File: config.mk
export PLATFORM = sky130hd
export DESIGN_NAME = alu_issue_ctrl
export DESIGN_NICKNAME = d
export VERILOG_FILES = /design/src/rtl/alu_pkg.sv /design/src/rtl/alu_issue_ctrl.sv
export SDC_FILE = /design/constraint.sdc
export NUM_CORES = 1
export LEC_CHECK = 0
export CORE_MARGIN = 2
export CORE_UTILIZATION = 39
export CTS_CLUSTER_SIZE = 25
export DETAILED_ROUTE_END_ITERATION = 7
export PLACE_DENSITY = 0.9
export REMOVE_ABC_BUFFERS = 1
export SLEW_MARGIN = 15
export SYNTH_ARGS = -nofsm -noshare
export SYNTH_HDL_FRONTEND = slang
export SYNTH_SLANG_ARGS = --single-unit
File: constraint.sdc
create_clock -name clk -period 2 [get_ports clk]
set_clock_uncertainty 0.15 [all_clocks]
set_input_delay 0.4 -clock clk [delete_from_list [all_inputs] [get_ports clk]]
set_output_delay 0.4 -clock clk [all_outputs]
set_load 0.02 [all_outputs]
File: src/rtl/alu_pkg.sv
// Shared definitions for the ALU issue controller.
//   - Opcode encodings understood by the combinational ALU (0x00..0x0D)
//   - Bit positions of the {V,N,Z,C} flag nibble
//   - Controller state encoding
//   - Helpers for opcode legality and for which opcodes produce meaningful flags
package alu_pkg;

  localparam logic [5:0] OP_PASSA = 6'h00;
  localparam logic [5:0] OP_PASSB = 6'h01;
  localparam logic [5:0] OP_AND   = 6'h02;
  localparam logic [5:0] OP_OR    = 6'h03;
  localparam logic [5:0] OP_XOR   = 6'h04;
  localparam logic [5:0] OP_XNOR  = 6'h05;
  localparam logic [5:0] OP_NOTA  = 6'h06;
  localparam logic [5:0] OP_NOTB  = 6'h07;
  localparam logic [5:0] OP_SHL   = 6'h08;
  localparam logic [5:0] OP_SHR   = 6'h09;
  localparam logic [5:0] OP_SRA   = 6'h0A;
  localparam logic [5:0] OP_LUI   = 6'h0B;
  localparam logic [5:0] OP_ADD   = 6'h0C;
  localparam logic [5:0] OP_SUB   = 6'h0D;
  localparam logic [5:0] OP_LAST  = 6'h0D;

  localparam int F_C = 0;
  localparam int F_Z = 1;
  localparam int F_N = 2;
  localparam int F_V = 3;

  typedef enum logic [1:0] {
    IDLE = 2'd0,
    WAIT = 2'd1,
    RESP = 2'd2
  } state_t;

  // Opcodes arrive zero-extended to 32 bits so any request width compares safely.
  function automatic logic op_legal(input logic [31:0] op);
    return op <= 32'(OP_LAST);
  endfunction

  // Only the arithmetic ops drive flags worth reporting; the rest are masked.
  function automatic logic op_has_flags(input logic [31:0] op);
    return (op == 32'(OP_ADD)) || (op == 32'(OP_SUB));
  endfunction

endpackage

File: src/rtl/alu_issue_ctrl.sv
// Initiator-side controller for the combinational ALU.
// Accepts one request at a time, drives the ALU with registered operands,
// waits SETTLE extra cycles, captures result/flags and returns them over a
// response handshake. Keeps OR-accumulated sticky flags for software.
//
// Ports:
//   clk, reset_n         clock, asynchronous active-low reset
//   req_valid/req_ready  request handshake; req_a, req_b, req_op, req_sign payload
//   rsp_valid/rsp_ready  response handshake; rsp_result, rsp_flags {V,N,Z,C}, rsp_illegal
//   alu_a, alu_b, alu_operation, alu_sign   registered drive into the ALU
//   alu_respuesta, alu_z, alu_n, alu_c, alu_v  ALU outputs
//   sticky_flags, sticky_clr                 accumulated {V,N,Z,C} and its clear
module alu_issue_ctrl
  import alu_pkg::*;
#(
  parameter int WIDTH  = 32,
  parameter int OP_W   = 6,
  parameter int SETTLE = 1
) (
  input  logic             clk,
  input  logic             reset_n,
  input  logic             req_valid,
  output logic             req_ready,
  input  logic [WIDTH-1:0] req_a,
  input  logic [WIDTH-1:0] req_b,
  input  logic [OP_W-1:0]  req_op,
  input  logic             req_sign,
  output logic             rsp_valid,
  input  logic             rsp_ready,
  output logic [WIDTH-1:0] rsp_result,
  output logic [3:0]       rsp_flags,
  output logic             rsp_illegal,
  output logic [WIDTH-1:0] alu_a,
  output logic [WIDTH-1:0] alu_b,
  output logic [31:0]      alu_operation,
  output logic             alu_sign,
  input  logic [WIDTH-1:0] alu_respuesta,
  input  logic             alu_z,
  input  logic             alu_n,
  input  logic             alu_c,
  input  logic             alu_v,
  output logic [3:0]       sticky_flags,
  input  logic             sticky_clr
);

  localparam int CNT_W = (SETTLE < 2) ? 1 : $clog2(SETTLE + 1);

  state_t           state, state_nxt;
  logic [CNT_W-1:0] cnt, cnt_nxt;
  logic [31:0]      req_op_ext;
  logic             legal_acc;
  logic             illegal_acc;
  logic             capture;
  logic [3:0]       cap_flags;

  assign req_op_ext = 32'(req_op);

  // Flags are taken from the opcode actually driving the ALU, not the request port.
  always_comb begin
    cap_flags = '0;
    if (op_has_flags(alu_operation)) begin
      cap_flags[F_C] = alu_c;
      cap_flags[F_Z] = alu_z;
      cap_flags[F_N] = alu_n;
      cap_flags[F_V] = alu_v;
    end
  end

  always_comb begin
    state_nxt   = state;
    cnt_nxt     = cnt;
    legal_acc   = 1'b0;
    illegal_acc = 1'b0;
    capture     = 1'b0;
    req_ready   = 1'b0;
    rsp_valid   = 1'b0;
    case (state)
      IDLE: begin
        req_ready = 1'b1;
        if (req_valid) begin
          if (op_legal(req_op_ext)) begin
            legal_acc = 1'b1;
            cnt_nxt   = CNT_W'(SETTLE);
            state_nxt = WAIT;
          end else begin
            // Illegal ops never reach the ALU; answer straight away.
            illegal_acc = 1'b1;
            state_nxt   = RESP;
          end
        end
      end
      WAIT: begin
        if (cnt == '0) begin
          capture   = 1'b1;
          state_nxt = RESP;
        end else begin
          cnt_nxt = cnt - 1'b1;
        end
      end
      RESP: begin
        rsp_valid = 1'b1;
        if (rsp_ready) state_nxt = IDLE;
      end
      default: state_nxt = IDLE;
    endcase
  end

  always_ff @(posedge clk or negedge reset_n) begin
    if (!reset_n) begin
      state <= IDLE;
      cnt   <= '0;
    end else begin
      state <= state_nxt;
      cnt   <= cnt_nxt;
    end
  end

  // ALU drive registers move only on a legal accept and hold otherwise.
  always_ff @(posedge clk or negedge reset_n) begin
    if (!reset_n) begin
      alu_a         <= '0;
      alu_b         <= '0;
      alu_operation <= '0;
      alu_sign      <= 1'b0;
    end else if (legal_acc) begin
      alu_a         <= req_a;
      alu_b         <= req_b;
      alu_operation <= req_op_ext;
      alu_sign      <= req_sign;
    end
  end

  // Response payload is written only on entry to RESP, so it stays stable there.
  always_ff @(posedge clk or negedge reset_n) begin
    if (!reset_n) begin
      rsp_result   <= '0;
      rsp_flags    <= '0;
      rsp_illegal  <= 1'b0;
      sticky_flags <= '0;
    end else begin
      if (illegal_acc) begin
        rsp_result  <= '0;
        rsp_flags   <= '0;
        rsp_illegal <= 1'b1;
      end else if (capture) begin
        rsp_result  <= alu_respuesta;
        rsp_flags   <= cap_flags;
        rsp_illegal <= 1'b0;
      end
      // A clear coinciding with a capture leaves exactly the captured flags.
      if (capture) begin
        sticky_flags <= (sticky_clr ? 4'b0000 : sticky_flags) | cap_flags;
      end else if (sticky_clr) begin
        sticky_flags <= '0;
      end
    end
  end

endmodule

==> results of run 1 <==
[worst min-delay path by stage]
stage | slack, ns | depth (start not counted) | end | startpoint
3_3_place_gp | 0.31 | 1 | rsp_illegal | rsp_illegal
5_1_grt | 0.35 | 1 | rsp_illegal | rsp_illegal
6_report | 0.33 | 1 | rsp_illegal | rsp_illegal
3_5_place_dp | 0.31 | 1 | rsp_illegal | rsp_illegal
4_1_cts | 0.33 | 1 | rsp_illegal | rsp_illegal
2_1_floorplan | -0.05 | 0 | alu_a[0] | reset_n
[kinds of logic (layout without fill, tap and decap cells)]
logic type | count (synthesis) | after routing | synth area share
compound gates | 44 | 44 | 0.05128
buf+inv | 51 | 271 | 0.07638
flops | 115 | 115 | 0.6208
mux | 69 | 69 | 0.1676
other cells | 1 | 26 | 0.0008089
simple gates | 87 | 87 | 0.08313
[Yosys cell counts, types with 2 or more instances]
cell type  count
o21ai_0        4
buf_2          7
dfrtp_1      115
nand4b_1       5
nor3b_1        2
buf_4         27
inv_1          6
mux2_2        69
a21oi_1       36
buf_6          7
nand2_1       70
and2_1         2
nor2_1         3
clkbuf_1       4
[power groups by stage]
stage          registers [mW]  clock network (mW)  logic [mW]
2_1_floorplan            4.72                   0        1.02
3_3_place_gp             3.66                   0        4.35
3_5_place_dp             3.73                   0        4.46
4_1_cts                  3.71                3.42        4.47
5_1_grt                  3.82                3.54        4.65
6_report                 3.70                3.35        4.41
[cells in the final DEF, fill, tap and decap left out, drive strengths merged]
cell / netlist / final
clkdlybuf4s50: 0 / 220
dfrtp: 115 / 115
nand2: 71 / 71
mux2: 69 / 69
a21oi: 36 / 36
conb: 1 / 26
clkbuf: 4 / 23
buf: 41 / 9
inv: 6 / 6
nand4b: 5 / 5
bufinv: 0 / 5
o21ai: 4 / 4
nor2: 3 / 3
clkinvlp: 0 / 3
and2: 2 / 2
dlymetal6s2s: 0 / 2
nor3b: 2 / 2
nor4bb: 1 / 1
a311oi: 1 / 1
or3b: 1 / 1
and2b: 1 / 1
nor2b: 1 / 1
a21o: 1 / 1
a31oi: 1 / 1
a211o: 1 / 1
dlygate4sd3: 0 / 1
dlygate4sd2: 0 / 1
clkdlybuf4s15: 0 / 1
[sequential cells by signal (all words and copies together) (netlist names)]
name and count:
alu_operation 6, rsp_flags 4, state 2, alu_sign 1, alu_a 32, rsp_result 32
alu_b 32, cnt 1, sticky_flags 4, rsp_illegal 1
[routing by layer]
metal | up-vias | track usage | part of all wire
met1 | 1744 | 0.2167 | 0.37
met2 | 190 | 0.3325 | 0.51
li1 | 1650 | - | -
met5 | - | 0 | 0
met4 | 0 | 0.08049 | 0.018
met3 | 16 | 0.07606 | 0.10
[repair_timing]
item / 4_1_cts / 5_1_grt
endpoints found under the setup margin: 2 / 3
pin swaps: 0 / 0
resized for setup: 4 / 3
hold endpoints to repair: 115 / 0
hold buffers: 1 / 0
[layout make-up]
type / count / area [um2]
Clock inverter: 8 / 172.7
Tap cell: 143 / 178.9
Fill cell: 842 / 3897
Multi-Input combinational cell: 226 / 1503
Timing Repair Buffer: 234 / 2375
Sequential cell: 115 / 2879
Inverter: 6 / 22.52
Clock buffer: 23 / 488.0
==> out/summary.txt, run 1 <==
startpoint types -> flop
post-route ant nets -> 0
grt total ovfl -> 0
Power Internal -> 7.857 mW
DRC Markers -> 20
final core utilization -> 0.6616
hpwl dp -> 8.678 mm
Initial Utilization -> 0.4025
I/O Buffers -> 225
area of all placed cells without fillers -> 7619 um2
area leader, netlist -> dfrtp_1
Critical Path, Cell by Cell -> clkdlybuf4s50_1
Net Sw Power -> 3.600 mW
Power Density -> 1504 nW/um2
Largest stage delay, worst path -> 0.66 ns
total leakage power -> 3.276 nW
reg2reg start -> state[1]
die area -> 12770 um2
crit-path max FO -> 2
reg2reg end -> alu_a[22]
gr usage total -> 0.1942
critical path's slowest cell -> clkdlybuf4s50_1
ANT cells -> 0
Avg WL per Cell -> 16.17 um
Seq pwr share -> 0.323
Yosys reg bits -> 115
Post-synth EDFFs -> 0
IO Pins -> 252
placed insts -> 723
R2R depth -> 4
Cell Rows -> 39
reg-to-reg slack, setup -> 0.18 ns
ranking of synthesized cells by area -> dfrtp_1 (62%), mux2_2 (17%), nand2_1 (5.7%), buf_4 (4.4%), a21oi_1 (3.9%)
pin count of the biggest net entering global routing -> 116
final setup margin -> 0.06034 ns
outcome -> finished, violations left
Detailed Routing Iterations Pass 1 -> 7
placed instance area -> 6942 um2
Slew @ Worst Pin -> 0.6125 ns
Synth async-reset ratio -> 1.000
Num CTS Buffers -> 17
setup TNS -> 0 ns
final setup violating endpoints -> 0
drt total wl -> 12.21 mm
Sw Ratio -> 0.3142
crit share post-route -> 0.9698
yosys warns -> 0
Hold Crit Class -> reg -> reg
CP arrival -> 1.39 ns
Layout Cells excl Fill -> 755
mapped cell area -> 4636 um2
maximum clock rate -> 515.6 MHz
Clk pwr share -> 0.292
Avg Cell Area, Syn -> 12.63 um2
number of hold violations in the final report -> 0
Gate power share -> 0.385
WS Path Type -> reg -> out
Tmin final -> 1.940 ns
Syn-to-layout area delta -> 64.35%
Sinks on Clock Net -> 115
fin. max-slew vios -> 0
worst setup path endpoint -> rsp_result[7]
Synth Flop Type -> dfrtp_1
first-pass GRT wire length -> 19.33 mm
Mapped Cells -> 367
register area share after synthesis -> 0.6208
CTS clk-pin slew, worst paths -> 0.05 ns
Bufs and invs on worst path -> 1
layout cells sized above 1 -> 0.1863
worst hold slack -> 0.3251 ns
root buf cell -> clkbuf_16
violated checks -> design-rule violations
die height -> 113.0 um
vias per cell -> 4.768
Critical Path Start -> rsp_result[7]
Yosys top cell area share -> 0.6208
Power, Total -> 11.46 mW
initial antenna violation count -> 0
fin nets -> 712
H-tree Lvls -> 4
Initial DRC Count -> 157
CP endpoint kind -> output pin
post-CTS setup buffer count -> 0
vias -> 3600
Die Wd -> 113.0 um
Critical Path RT -> 1.45 ns
GP Congestion -> 0.7889
Rel. slew slack -> 0.5917
critical path depth in cells -> 1
CTS Buffer Depth -> 2
CP top delay family -> buffers and inverters
TritonCTS clock tree -> yes
Core ar. -> 11520 um2
worst skew pair latency -> 0.39 ns
vias in the first global route -> 3895
dpl ws -> -0.2305 ns
Unique masters post-synth -> 24
Peak VDD IR -> 1.043 mV
number of max-cap violations -> 0
unrepaired setup endpoints after global routing -> false
Note: power is estimated with default switching activity, not from simulation.
==> run 2, diff against run 1 <==
--- a/config.mk
+++ b/config.mk
@@ -9,7 +9,7 @@
 export CORE_UTILIZATION = 39
 export CTS_CLUSTER_SIZE = 25
 export DETAILED_ROUTE_END_ITERATION = 7
-export PLACE_DENSITY = 0.9
+export PLACE_DENSITY = 0.8
 export REMOVE_ABC_BUFFERS = 1
 export SLEW_MARGIN = 15
 export SYNTH_ARGS = -nofsm -noshare
==> out/summary.txt, run 2 (synthesized netlist as in run 1, its figures left out) <==
Tmin final -> 1.943 ns (+0.002953 ns)
GP Congestion -> 0.7772 (-1.5%)
pin count of the biggest net entering global routing -> 116 (unchanged)
vias -> 3518 (-2.3%)
WS Path Type -> reg -> out
outcome -> finished, violations left
Seq pwr share -> 0.337 (+0.014)
setup TNS -> 0 ns (unchanged)
area of all placed cells without fillers -> 7538 um2 (-1.1%)
Rel. slew slack -> 0.5189 (-0.07273)
Cell Rows -> 39 (unchanged)
Detailed Routing Iterations Pass 1 -> 6 (-1)
ANT cells -> 0 (unchanged)
Hold Crit Class -> reg -> reg
fin nets -> 713 (+0.14%)
root buf cell -> clkbuf_16
worst hold slack -> 0.3457 ns (+0.02059 ns)
H-tree Lvls -> 4 (unchanged)
Power Density -> 1456 nW/um2 (-3.2%)
vias per cell -> 4.647 (-2.5%)
Syn-to-layout area delta -> 62.62%
hpwl dp -> 8.569 mm (-1.3%)
vias in the first global route -> 3793 (-2.6%)
startpoint types -> flop
crit-path max FO -> 2 (unchanged)
Largest stage delay, worst path -> 0.65 ns (about the same)
crit share post-route -> 0.9713 (+0.001477)
maximum clock rate -> 514.8 MHz (-0.15%)
first-pass GRT wire length -> 18.82 mm (-2.6%)
Peak VDD IR -> 0.9584 mV (-8.1%)
final core utilization -> 0.6546 (-0.006953)
DRC Markers -> 20 (unchanged)
CP endpoint kind -> output pin
CTS clk-pin slew, worst paths -> 0.05 ns (about the same)
Die Wd -> 113.0 um (unchanged)
post-CTS setup buffer count -> 0 (unchanged)
IO Pins -> 252 (unchanged)
fin. max-slew vios -> 0 (unchanged)
Power Internal -> 7.402 mW (-5.8%)
number of max-cap violations -> 0 (unchanged)
Sinks on Clock Net -> 115 (unchanged)
Clk pwr share -> 0.262 (-0.030)
drt total wl -> 11.79 mm (-3.5%)
TritonCTS clock tree -> yes
unrepaired setup endpoints after global routing -> false
Core ar. -> 11520 um2 (unchanged)
placed instance area -> 6949 um2 (+0.11%)
Avg WL per Cell -> 15.57 um (-3.7%)
die height -> 113.0 um (unchanged)
CTS Buffer Depth -> 2 (unchanged)
worst skew pair latency -> 0.39 ns (about the same)
Critical Path RT -> 1.45 ns (about the same)
Initial DRC Count -> 178 (+13%)
violated checks -> design-rule violations
Num CTS Buffers -> 17 (unchanged)
critical path's slowest cell -> clkdlybuf4s50_1
placed insts -> 724 (+0.14%)
grt total ovfl -> 0 (unchanged)
most frequent cells in the layout -> clkdlybuf4s50_1 (218), dfrtp_1 (114), nand2_1 (70), mux2_2 (69), a21oi_1 (36)
most common cell after layout, fill and taps aside -> clkdlybuf4s50_1
initial antenna violation count -> 0 (unchanged)
gr usage total -> 0.1881 (-0.006181)
Critical Path, Cell by Cell -> clkdlybuf4s50_1
CP top delay family -> buffers and inverters
CP arrival -> 1.39 ns (about the same)
Gate power share -> 0.401 (+0.016)
Layout Cells excl Fill -> 757 (+0.26%)
Net Sw Power -> 3.575 mW (-0.71%)
Sw Ratio -> 0.3257 (+0.01144)
Slew @ Worst Pin -> 0.7216 ns (+0.1091 ns)
Bufs and invs on worst path -> 1 (unchanged)
Initial Utilization -> 0.4025 (unchanged)
biggest regs -> alu_a (32), alu_b (32), rsp_result (32)
die area -> 12770 um2 (unchanged)
layout cells sized above 1 -> 0.1873 (+0.001022)
I/O Buffers -> 225 (unchanged)
total leakage power -> 3.266 nW (-0.31%)
number of hold violations in the final report -> 0 (unchanged)
final setup violating endpoints -> 0 (unchanged)
post-route ant nets -> 0 (unchanged)
-- run 2: per-layer routing --
layer,share of wire,track usage,up-vias
met1,0.37,0.2098,1677
met3,0.12,0.08356,16
li1,-,-,1647
met5,0,0,-
met4,0.017,0.07967,0
met2,0.50,0.3138,178
-- run 2: final cells by class --
type,instances,area [um2]
sequential,115,2879
timing repair buffer,235,2384
fill,856,3978
inverter,6,22.52
clock inverter,10,107.6
clock buffer,22,464.2
tap,143,178.9
multi-input combinational,226,1503
-- run 2: metrics by stage --
| stage | total power, mW | setup slack [ns] |
|---|---|---|
| 2_1_floorplan | 5.732 | -1.139 |
| 3_3_place_gp | 8.039 | -0.1623 |
| 3_5_place_dp | 8.191 | -0.1969 |
| 4_1_cts | 11.12 | 0.005832 |
| 5_1_grt | 11.53 | 0.001413 |
| 6_report | 10.98 | 0.05739 |
-- run 2: path summary, 6_finish.rpt --
| kind | slack, ns | depth (start not counted) | end | start |
|---|---|---|---|---|
| setup / recovery | 0.06 | 1 | alu_a[5] | alu_a[5] |
| hold / removal | 0.35 | 1 | rsp_illegal | rsp_illegal |
| setup reg to reg | 0.22 | 3 | rsp_result[28] | state[1] |
| hold reg to reg | 0.35 | 1 | rsp_illegal | rsp_illegal |
| max in group asynchronous | 0.74 | 3 | state[1] | reset_n |
| min in group asynchronous | 0.50 | 3 | rsp_result[13] | reset_n |
-- run 2: what timing repair did --
action	CTS	global route
hold buffers	1	0
resized for setup	5	4
setup endpoints to repair	3	4
pin swaps	0	0
endpoints found under the hold margin	115	0
-- run 2: power by group through the flow --
stage / Sequential [mW] / Clock [mW] / Combinational [mW]
finish: 3.70 / 2.87 / 4.40
global route: 3.81 / 3.05 / 4.66
CTS: 3.71 / 2.95 / 4.47
detailed placement: 3.74 / 0 / 4.46
global placement: 3.67 / 0 / 4.37
floorplan: 4.72 / 0 / 1.02
==> run 3, diff against run 2 <==
--- a/config.mk
+++ b/config.mk
@@ -9,6 +9,7 @@
 export CORE_UTILIZATION = 39
 export CTS_CLUSTER_SIZE = 25
 export DETAILED_ROUTE_END_ITERATION = 7
+export MAX_ROUTING_LAYER = met4
 export PLACE_DENSITY = 0.8
 export REMOVE_ABC_BUFFERS = 1
 export SLEW_MARGIN = 15
==> out/summary.txt, run 3 (synthesized netlist as in run 1, its figures left out) <==
Rel. slew slack -> 0.5133 (-0.005591)
I/O Buffers -> 225 (unchanged)
worst hold slack -> 0.3451 ns (-0.0006050 ns)
TritonCTS clock tree -> yes
outcome -> finished, violations left
Core ar. -> 11520 um2 (unchanged)
number of hold violations in the final report -> 0 (unchanged)
vias in the first global route -> 3799 (+0.16%)
Sinks on Clock Net -> 115 (unchanged)
violated checks -> design-rule violations
fin nets -> 713 (unchanged)
Initial DRC Count -> 186 (+4.5%)
Power Density -> 1456 nW/um2 (about the same)
Peak VDD IR -> 0.9605 mV (+0.22%)
final setup margin -> 0.05991 ns (+0.002526 ns)
crit-path max FO -> 3 (+1)
Tmin final -> 1.940 ns (-0.002525 ns)
crit share post-route -> 0.9700 (-0.001263)
CP top delay family -> buffers and inverters
hpwl dp -> 8.569 mm (unchanged)
worst skew pair latency -> 0.39 ns (about the same)
DRC Markers -> 20 (unchanged)
startpoint types -> flop
die height -> 113.0 um (unchanged)
Detailed Routing Iterations Pass 1 -> 7 (+1)
CTS Buffer Depth -> 2 (unchanged)
fin. max-slew vios -> 0 (unchanged)
dpl ws -> -0.1969 ns (unchanged)
gr usage total -> 0.1934 (+0.005334)
post-CTS setup buffer count -> 0 (unchanged)
final setup violating endpoints -> 0 (unchanged)
Largest stage delay, worst path -> 0.63 ns (-0.02 ns)
critical path's slowest cell -> clkdlybuf4s50_1
CTS clk-pin slew, worst paths -> 0.05 ns (about the same)
vias per cell -> 4.674 (+0.57%)
CP arrival -> 1.39 ns (about the same)
final core utilization -> 0.6546 (unchanged)
Hold Crit Class -> reg -> reg
root buf cell -> clkbuf_16
Avg WL per Cell -> 15.57 um (about the same)
pin count of the biggest net entering global routing -> 116 (unchanged)
Power, Total -> 10.98 mW (about the same)
total leakage power -> 3.266 nW (unchanged)
ANT cells -> 0 (unchanged)
Cell Rows -> 39 (unchanged)
CP endpoint kind -> output pin
GP Congestion -> 0.7879 (+1.4%)
Critical Path RT -> 1.45 ns (about the same)
Die Wd -> 113.0 um (unchanged)
Syn-to-layout area delta -> 62.62% (unchanged)
grt total ovfl -> 0 (unchanged)
H-tree Lvls -> 4 (unchanged)
unrepaired setup endpoints after global routing -> false
WS Path Type -> reg -> out
biggest regs -> alu_a (32), alu_b (32), rsp_result (32)
layout cells sized above 1 -> 0.1873 (unchanged)
Slew @ Worst Pin -> 0.7300 ns (+0.008387 ns)
Num CTS Buffers -> 17 (unchanged)
initial antenna violation count -> 0 (unchanged)
maximum clock rate -> 515.4 MHz (+0.13%)
most frequent cells in the layout -> clkdlybuf4s50_1 (218), dfrtp_1 (114), nand2_1 (70), mux2_2 (69), a21oi_1 (36)
IO Pins -> 252 (unchanged)
Initial Utilization -> 0.4025 (unchanged)
Bufs and invs on worst path -> 1 (unchanged)
post-route ant nets -> 0 (unchanged)
die area -> 12770 um2 (unchanged)
vias -> 3538 (+0.57%)
number of max-cap violations -> 0 (unchanged)
drt total wl -> 11.79 mm (about the same)
most common cell after layout, fill and taps aside -> clkdlybuf4s50_1
Critical Path, Cell by Cell -> clkdlybuf4s50_1
first-pass GRT wire length -> 18.72 mm (-0.52%)
## run 3: cell counts in the layout (fill, tap and decap cells not counted)
Identical to the previous run, type by type.
## run 3: worst paths after layout
kind | from | slack (ns) | depth (start not counted) | to
max reg2reg | state[1] | 0.21 | 3 | rsp_result[28]
min | rsp_illegal | 0.35 | 1 | rsp_illegal
min reg2reg | rsp_illegal | 0.35 | 1 | rsp_illegal
min in group asynchronous | reset_n | 0.50 | 3 | rsp_result[13]
max | alu_operation[5] | 0.06 | 1 | alu_operation[5]
max in group asynchronous | reset_n | 0.74 | 3 | state[1]
## run 3: worst register-to-register path, cell delays in order (launching register included)
cell and delay [ns]:
dfrtp_2 0.44, or3b_2 0.79, nand2_1 0.21, a21oi_1 0.08
## run 3: area by class of cell
cell class | instances | area [um2]
fill | 856 | 3978
sequential | 115 | 2879
timing repair buffer | 235 | 2384
multi-input combinational | 226 | 1503
clock buffer | 22 | 464.2
tap | 143 | 178.9
clock inverter | 10 | 107.6
inverter | 6 | 22.52
## run 3: stage by stage
step	cells	setup TNS [ns]	area, um2
6_report	757	0	7538
5_1_grt	757	0	7538
4_1_cts	757	0	7530
3_5_place_dp	724	-16.83	6949
3_3_place_gp	724	-13.41	6949
2_1_floorplan	347	-56.98	4398
## run 3: timing repair
item                       in CTS  in global routing
hold buffers                    1                  0
resized for setup               5                  4
hold endpoints to repair      115                  0
setup endpoints to repair       3                  4
## run 3: power by group
part           switching (mW)  internal (mW)
registers               0.498           3.20
logic                    2.09           2.31
clock network           0.986           1.88
total                    3.57           7.40
## run 3: metal layers
layer  wire length (um)  up-vias  GRT usage  part of all wire
met4                204        0    0.08211             0.017
met3               1195       16    0.06963              0.10
li1                   -     1647          -                 -
met5                  0        -          -                 0
met2               5830      178     0.3146              0.49
met1               4559     1697     0.2162              0.39
